[config.mk]
export PLATFORM = sky130hd
export DESIGN_NAME = tia_color_lum_regs
export DESIGN_NICKNAME = d
export VERILOG_FILES = /design/src/rtl/tia_color_lum_regs_pkg.sv /design/src/rtl/tia_color_lum_regs_reg.sv /design/src/rtl/tia_color_lum_regs.sv
export SDC_FILE = /design/constraint.sdc
export NUM_CORES = 1
export LEC_CHECK = 0
export CAP_MARGIN = 20
export CORE_UTILIZATION = 40
export DETAILED_ROUTE_END_ITERATION = 8
export PLACE_DENSITY = 0.67
export SLEW_MARGIN = 20
export SYNTH_ARGS = -nofsm -noshare
export SYNTH_HDL_FRONTEND = slang
export SYNTH_SLANG_ARGS = --single-unit
export TNS_END_PERCENT = 5
[constraint.sdc]
create_clock -name clkp -period 1.1 [get_ports clkp]
set_input_delay 0.22 -clock clkp [delete_from_list [all_inputs] [get_ports clkp]]
set_output_delay 0.22 -clock clkp [all_outputs]
set_load 0.03 [all_outputs]
[src/rtl/tia_color_lum_regs_pkg.sv]
// Shared definitions for the TIA colour/luminance register block.
// Contents: colour register type (bits numbered after CPU data bits D7..D1),
// register index constants, luminance/hue field positions and the
// object-priority select function used by the top-level mux.
package tia_color_lum_regs_pkg;

  // Colour value as written from the CPU bus; index n holds data bit Dn.
  typedef logic [7:1] color_t;

  // Register indices used by the output mux.
  localparam logic [1:0] REG_BK = 2'd0;
  localparam logic [1:0] REG_PF = 2'd1;
  localparam logic [1:0] REG_P1 = 2'd2;
  localparam logic [1:0] REG_P0 = 2'd3;

  // Field positions inside color_t.
  localparam int unsigned LUM_LSB = 1;
  localparam int unsigned LUM_MSB = 3;
  localparam int unsigned HUE_LSB = 4;
  localparam int unsigned HUE_MSB = 7;

  // Chooses which colour register paints the current pixel.
  // Score mode only recolours playfield pixels, keeps their priority slot,
  // and has no effect while playfield priority is active (pfp_bar = 0).
  function automatic logic [1:0] sel_index(
    input logic p0,
    input logic m0,
    input logic p1,
    input logic m1,
    input logic pf,
    input logic bl,
    input logic cntd,
    input logic score_bar,
    input logic pfp_bar
  );
    logic [1:0] idx;
    if (!pfp_bar) begin
      if (pf | bl)      idx = REG_PF;
      else if (p0 | m0) idx = REG_P0;
      else if (p1 | m1) idx = REG_P1;
      else              idx = REG_BK;
    end else begin
      if (p0 | m0)      idx = REG_P0;
      else if (p1 | m1) idx = REG_P1;
      else if (pf) begin
        if (!score_bar) idx = cntd ? REG_P1 : REG_P0;
        else            idx = REG_PF;
      end
      else if (bl)      idx = REG_PF;
      else              idx = REG_BK;
    end
    return idx;
  endfunction

endpackage

[src/rtl/tia_color_lum_regs_reg.sv]
// tia_color_reg: one 7-bit colour register loaded from the CPU bus by a strobe.
// Ports:
//   clkp      - pixel clock
//   reset_bar - asynchronous active-low reset, clears the register
//   ld_i      - write strobe, loads d_i on the rising clock edge
//   d_i       - bus data {D7..D1}
//   q_o       - stored colour
module tia_color_reg
  import tia_color_lum_regs_pkg::*;
(
  input  logic   clkp,
  input  logic   reset_bar,
  input  logic   ld_i,
  input  color_t d_i,
  output color_t q_o
);

  color_t val_q;
  color_t val_d;

  // Next-state: load on strobe, otherwise hold.
  always_comb begin
    val_d = val_q;
    if (ld_i) begin
      val_d = d_i;
    end else begin
      val_d = val_q;
    end
  end

  // Colour storage register.
  always_ff @(posedge clkp or negedge reset_bar) begin
    if (!reset_bar) begin
      val_q <= 7'd0;
    end else begin
      val_q <= val_d;
    end
  end

  assign q_o = val_q;

endmodule

[src/rtl/tia_color_lum_regs.sv]
// tia_color_lum_regs: TIA colour/luminance register block.
// Holds COLUBK, COLUPF, COLUP1, COLUP0 and, every pixel clock, registers the
// colour of the highest-priority visible object (or black during blank).
// Ports:
//   clkp, reset_bar               - pixel clock, async active-low reset
//   p0, m0, p1, m1, pf, bl        - object pixel enables
//   blank                         - force black
//   cntd                          - screen half (0 left, 1 right) for score mode
//   score_bar, pfp_bar            - score mode / playfield priority (active low)
//   d1..d7                        - CPU data bus bits
//   bkci, pfci, p1ci, p0ci        - register write strobes
//   blk_bar                       - registered inverse of blank
//   l0..l2, c0..c3                - registered luminance and hue bits
module tia_color_lum_regs
  import tia_color_lum_regs_pkg::*;
(
  input  logic clkp,
  input  logic reset_bar,
  input  logic p0,
  input  logic m0,
  input  logic p1,
  input  logic m1,
  input  logic pf,
  input  logic bl,
  input  logic blank,
  input  logic cntd,
  input  logic score_bar,
  input  logic pfp_bar,
  input  logic d1,
  input  logic d2,
  input  logic d3,
  input  logic d4,
  input  logic d5,
  input  logic d6,
  input  logic d7,
  input  logic bkci,
  input  logic pfci,
  input  logic p1ci,
  input  logic p0ci,
  output logic blk_bar,
  output logic l0,
  output logic l1,
  output logic l2,
  output logic c0,
  output logic c1,
  output logic c2,
  output logic c3
);

  color_t     bus_s;
  color_t     bk_s;
  color_t     pf_s;
  color_t     p1_s;
  color_t     p0_s;
  logic [1:0] idx_s;
  color_t     col_s;
  color_t     out_d;
  color_t     out_q;
  logic       blk_d;
  logic       blk_q;

  assign bus_s = {d7, d6, d5, d4, d3, d2, d1};

  tia_color_reg u_bk (.clkp(clkp), .reset_bar(reset_bar), .ld_i(bkci), .d_i(bus_s), .q_o(bk_s));
  tia_color_reg u_pf (.clkp(clkp), .reset_bar(reset_bar), .ld_i(pfci), .d_i(bus_s), .q_o(pf_s));
  tia_color_reg u_p1 (.clkp(clkp), .reset_bar(reset_bar), .ld_i(p1ci), .d_i(bus_s), .q_o(p1_s));
  tia_color_reg u_p0 (.clkp(clkp), .reset_bar(reset_bar), .ld_i(p0ci), .d_i(bus_s), .q_o(p0_s));

  // Priority/score mux and blanking; register outputs see pre-write values.
  always_comb begin
    idx_s = sel_index(p0, m0, p1, m1, pf, bl, cntd, score_bar, pfp_bar);
    case (idx_s)
      REG_BK:  col_s = bk_s;
      REG_PF:  col_s = pf_s;
      REG_P1:  col_s = p1_s;
      REG_P0:  col_s = p0_s;
      default: col_s = bk_s;
    endcase
    if (blank) begin
      out_d = 7'd0;
    end else begin
      out_d = col_s;
    end
    blk_d = ~blank;
  end

  // Output register: one pixel of latency from the sampled selects.
  always_ff @(posedge clkp or negedge reset_bar) begin
    if (!reset_bar) begin
      out_q <= 7'd0;
      blk_q <= 1'b0;
    end else begin
      out_q <= out_d;
      blk_q <= blk_d;
    end
  end

  assign blk_bar = blk_q;
  assign l0 = out_q[LUM_LSB];
  assign l1 = out_q[LUM_LSB + 1];
  assign l2 = out_q[LUM_MSB];
  assign c0 = out_q[HUE_LSB];
  assign c1 = out_q[HUE_LSB + 1];
  assign c2 = out_q[HUE_LSB + 2];
  assign c3 = out_q[HUE_MSB];

endmodule

==> results.sh, run 1 <==
export IMPL_worst_setup_hold_path_clk_slew_ns=0.07
export IMPL_regToRegSetupSlack_ns=0.30
export IMPL_postRouteWirelength_mm=3.15
export IMPL_holdWs_ns=0.309
export IMPL_dr_first_iter_drc_count=19
export IMPL_fp_dieW_um=63.6
export IMPL_grt_start_max_net_pins=37
export IMPL_route_detailed_wl_per_inst_um=15.9
export IMPL_ys_warnings_count=0
export IMPL_synth_avg_cell_area_um2=14.9
export IMPL_worst_path_largest_cell_delay_ns=0.26
export IMPL_setup_worst_path_class="in2reg"
export IMPL_final_fill_count=288
export IMPL_critPathSlowestCell="sky130_fd_sc_hd__dlygate4sd2_1"
export IMPL_floorplan_die_height_um=63.6
export IMPL_final_core_util=0.590
export IMPL_violations="setup timing"
export IMPL_proportion_of_layout_cells_with_a_drive_suffix_above_1=0.540
export IMPL_worst_setup_path_startpoint="bl"
export IMPL_synth_enable_flop_cells=0
export IMPL_worst_endpoint_required_ns=1.26
export IMPL_skew_ns=0.00690
export IMPL_max_slew_worst_pin_slew_ns=0.242
export IMPL_ys_ff_latch=36
export IMPL_route_antenna_remaining_nets=0
export IMPL_max_clock_freq_ghz=0.803
export IMPL_placedInstanceArea_um2=1930
export IMPL_ir_worst_vdd_mv=0.965
export IMPL_critical_path_n_buffers_inverters=2
export IMPL_vias_per_cell=4.89
export IMPL_syn_cell_area_um2=1520
export IMPL_port_buffers=30
export IMPL_antennaDiodeCount=0
export IMPL_flow_area_growth_from_synthesis_pct=42.1
export IMPL_drtPass1Iterations=3
export IMPL_critical_path_max_fanout=7
export IMPL_globalplace_congestion=0.674
export IMPL_placed_cells=186
export IMPL_worst_setup_path_end_kind="register"
export IMPL_rows=22
export IMPL_floorplan_die_area_um2=4050
export IMPL_postLayoutSetupSlackWorst_ns=-0.146
export IMPL_regArea_um2=901
export IMPL_detail_route_drc_violations=0
export IMPL_synth_distinct_cells=16
export IMPL_hold_class="in2async"
export IMPL_final_period_minus_worst_setup_slack_ns=1.25
export IMPL_hpwl_mm=2.12
export IMPL_synthesis_instances=102
export IMPL_ys_flop_type="sky130_fd_sc_hd__dfrtp_1"
export IMPL_detailroute_via_count=969
export IMPL_area_of_the_multi_input_gates_um2=673
export IMPL_timing_critical_path_arrival_ns=1.40
export IMPL_final_hold_violation_count=0
export IMPL_setup_violating_endpoint_count_in_the_final_report=7
export IMPL_core_um2=3660
export IMPL_h_tree_depth=2
export IMPL_grt_setup_unrepaired="yes"
export IMPL_final_cell_area_um2=2160
export IMPL_global_route_overflow_total=0
export IMPL_syn_nets=125
export IMPL_number_of_top_level_pins=31
export IMPL_run_status="complete, but fails checks"
export IMPL_grt_pass1_wl_mm=5.06
export IMPL_p_per_area_nw_per_um2=1450
export IMPL_reg2regPathDepth=1
export IMPL_finish_net_count=173
export IMPL_number_of_buffers_between_clock_root_and_the_deepest_sink=2
export IMPL_maxCapViolations=0
export IMPL_floorplan_initialDensity=0.415
export IMPL_slew_viol_final=0
export IMPL_globalRouteTotalUtil=0.173
export IMPL_grt_pass1_vias=1086
export IMPL_critical_path_top_delay_family="compound AO/OA/AOI/OAI gates"
export IMPL_worstPathCellList="dlygate4sd2_1 -> o21bai_2 -> o41a_1 -> buf_6 -> mux2i_2 -> o22ai_2"
export IMPL_synth_most_common_cell="sky130_fd_sc_hd__dfrtp_1"
export IMPL_startpoint_type="input pin"
export IMPL_r2r_end="u_pf.q_o[2]"
export IMPL_synth_common_cells="sky130_fd_sc_hd__dfrtp_1 (36), sky130_fd_sc_hd__mux2_2 (28), sky130_fd_sc_hd__mux2i_1 (14)"
export IMPL_clockRootBuffer="sky130_fd_sc_hd__clkbuf_8"
export IMPL_cts_inserted_buffers=5
export IMPL_yosys_top_cells_area="sky130_fd_sc_hd__dfrtp_1 (59%), sky130_fd_sc_hd__mux2_2 (21%), sky130_fd_sc_hd__mux2i_1 (9.2%), sky130_fd_sc_hd__o22ai_1 (2.9%), sky130_fd_sc_hd__buf_12 (1.3%)"
export IMPL_timing_setup_tns_ns=-0.930
export IMPL_design_power_total_mw=3.12
export IMPL_finalNonFillerCells=198
export IMPL_synth_top_area_cell="sky130_fd_sc_hd__dfrtp_1"
export IMPL_synthDominantCellAreaShare=0.593
export IMPL_max_slew_margin_rel=0.839
export IMPL_total_leakage_power_nw=0.968
export IMPL_final_min_period_over_clock_period=1.13
export IMPL_asyncSetResetFlopFracSynth=1.00
export IMPL_worst_skew_pair_late_latency_ns=0.28
export IMPL_rr_startpoint="u_pf.q_o[2]"
export IMPL_tritoncts="built"
export IMPL_grt_antenna_before_repair=0
export IMPL_place_worst_setup_slack_ns=-0.782
export IMPL_ys_seq_area_frac=0.593
export IMPL_cts_sinks=36
## cells by family after synthesis
| logic type | Yosys count | share of synthesized area |
|---|---|---|
| AND/OR/NAND/NOR | 7 | 0.0272 |
| AO/OA/AOI/OAI | 10 | 0.0470 |
| multiplexers | 42 | 0.300 |
| flip-flops | 36 | 0.593 |
| buffers and inverters | 7 | 0.0329 |
## cell type report
class,instances,area share
timing repair buffer,47,0.197
multi-input combinational,59,0.312
clock buffer,7,0.0446
sequential,36,0.417
tap,48,0.0278
inverter,1,0.00174
## state kept, by name (all words and copies together) (netlist names)
signal,cells
blk_bar,1
out_q,7
u_bk.q_o,7
u_p0.q_o,7
u_p1.q_o,7
u_pf.q_o,7
## placed cells by master (no fill, tap or decap), types with 2 or more instances in the layout
master	n
sky130_fd_sc_hd__mux2i_4	2
sky130_fd_sc_hd__mux2i_2	5
sky130_fd_sc_hd__mux2_2	28
sky130_fd_sc_hd__clkbuf_8	7
sky130_fd_sc_hd__buf_4	20
sky130_fd_sc_hd__o22ai_1	2
sky130_fd_sc_hd__nor2_1	2
sky130_fd_sc_hd__clkbuf_2	2
sky130_fd_sc_hd__dfrtp_1	36
sky130_fd_sc_hd__clkdlybuf4s50_1	13
sky130_fd_sc_hd__clkdlybuf4s15_1	2
sky130_fd_sc_hd__mux2i_1	7
sky130_fd_sc_hd__o22ai_2	5
sky130_fd_sc_hd__buf_6	6
## where the power goes
| group | switching [mW] | total [mW] | internal, mW |
|---|---|---|---|
| logic | 0.272 | 0.612 | 0.341 |
| registers | 0.0756 | 1.53 | 1.46 |
| clock network | 0.418 | 0.975 | 0.557 |
## worst max-delay path by stage
stage          endpoint  slack, ns  cells after the start
3_5_place_dp   out_q[3]      -0.78                      6
5_1_grt        out_q[0]      -0.21                      6
4_1_cts        out_q[3]      -0.22                      7
6_report       out_q[2]      -0.15                      6
3_3_place_gp   out_q[2]      -0.72                      5
2_1_floorplan  out_q[3]      -0.27                      6
## routing by layer
metal	GRT usage	part of all wire	wire (µm)
met1	0.188	0.40	1260
met4	0.0994	0.017	55
met3	0.0580	0.025	79
met5	0	0	0
met2	0.293	0.56	1760
## timing repair
action,CTS,global route
hold buffers,0,0
pin swaps,6,9
setup buffers,5,1
setup endpoints to repair,7,7
gates cloned,1,0
gates resized for setup,22,29
No activity file was read; power rests on OpenSTA's default activity.
==> run 2: changes to the inputs <==
- ABC_CLOCK_PERIOD_IN_PS: not set -> 1100
- GPL_ROUTABILITY_DRIVEN: not set -> 1
==> results of run 2 <==
The final DEF is identical to that of run 1; final timing and power are the same.
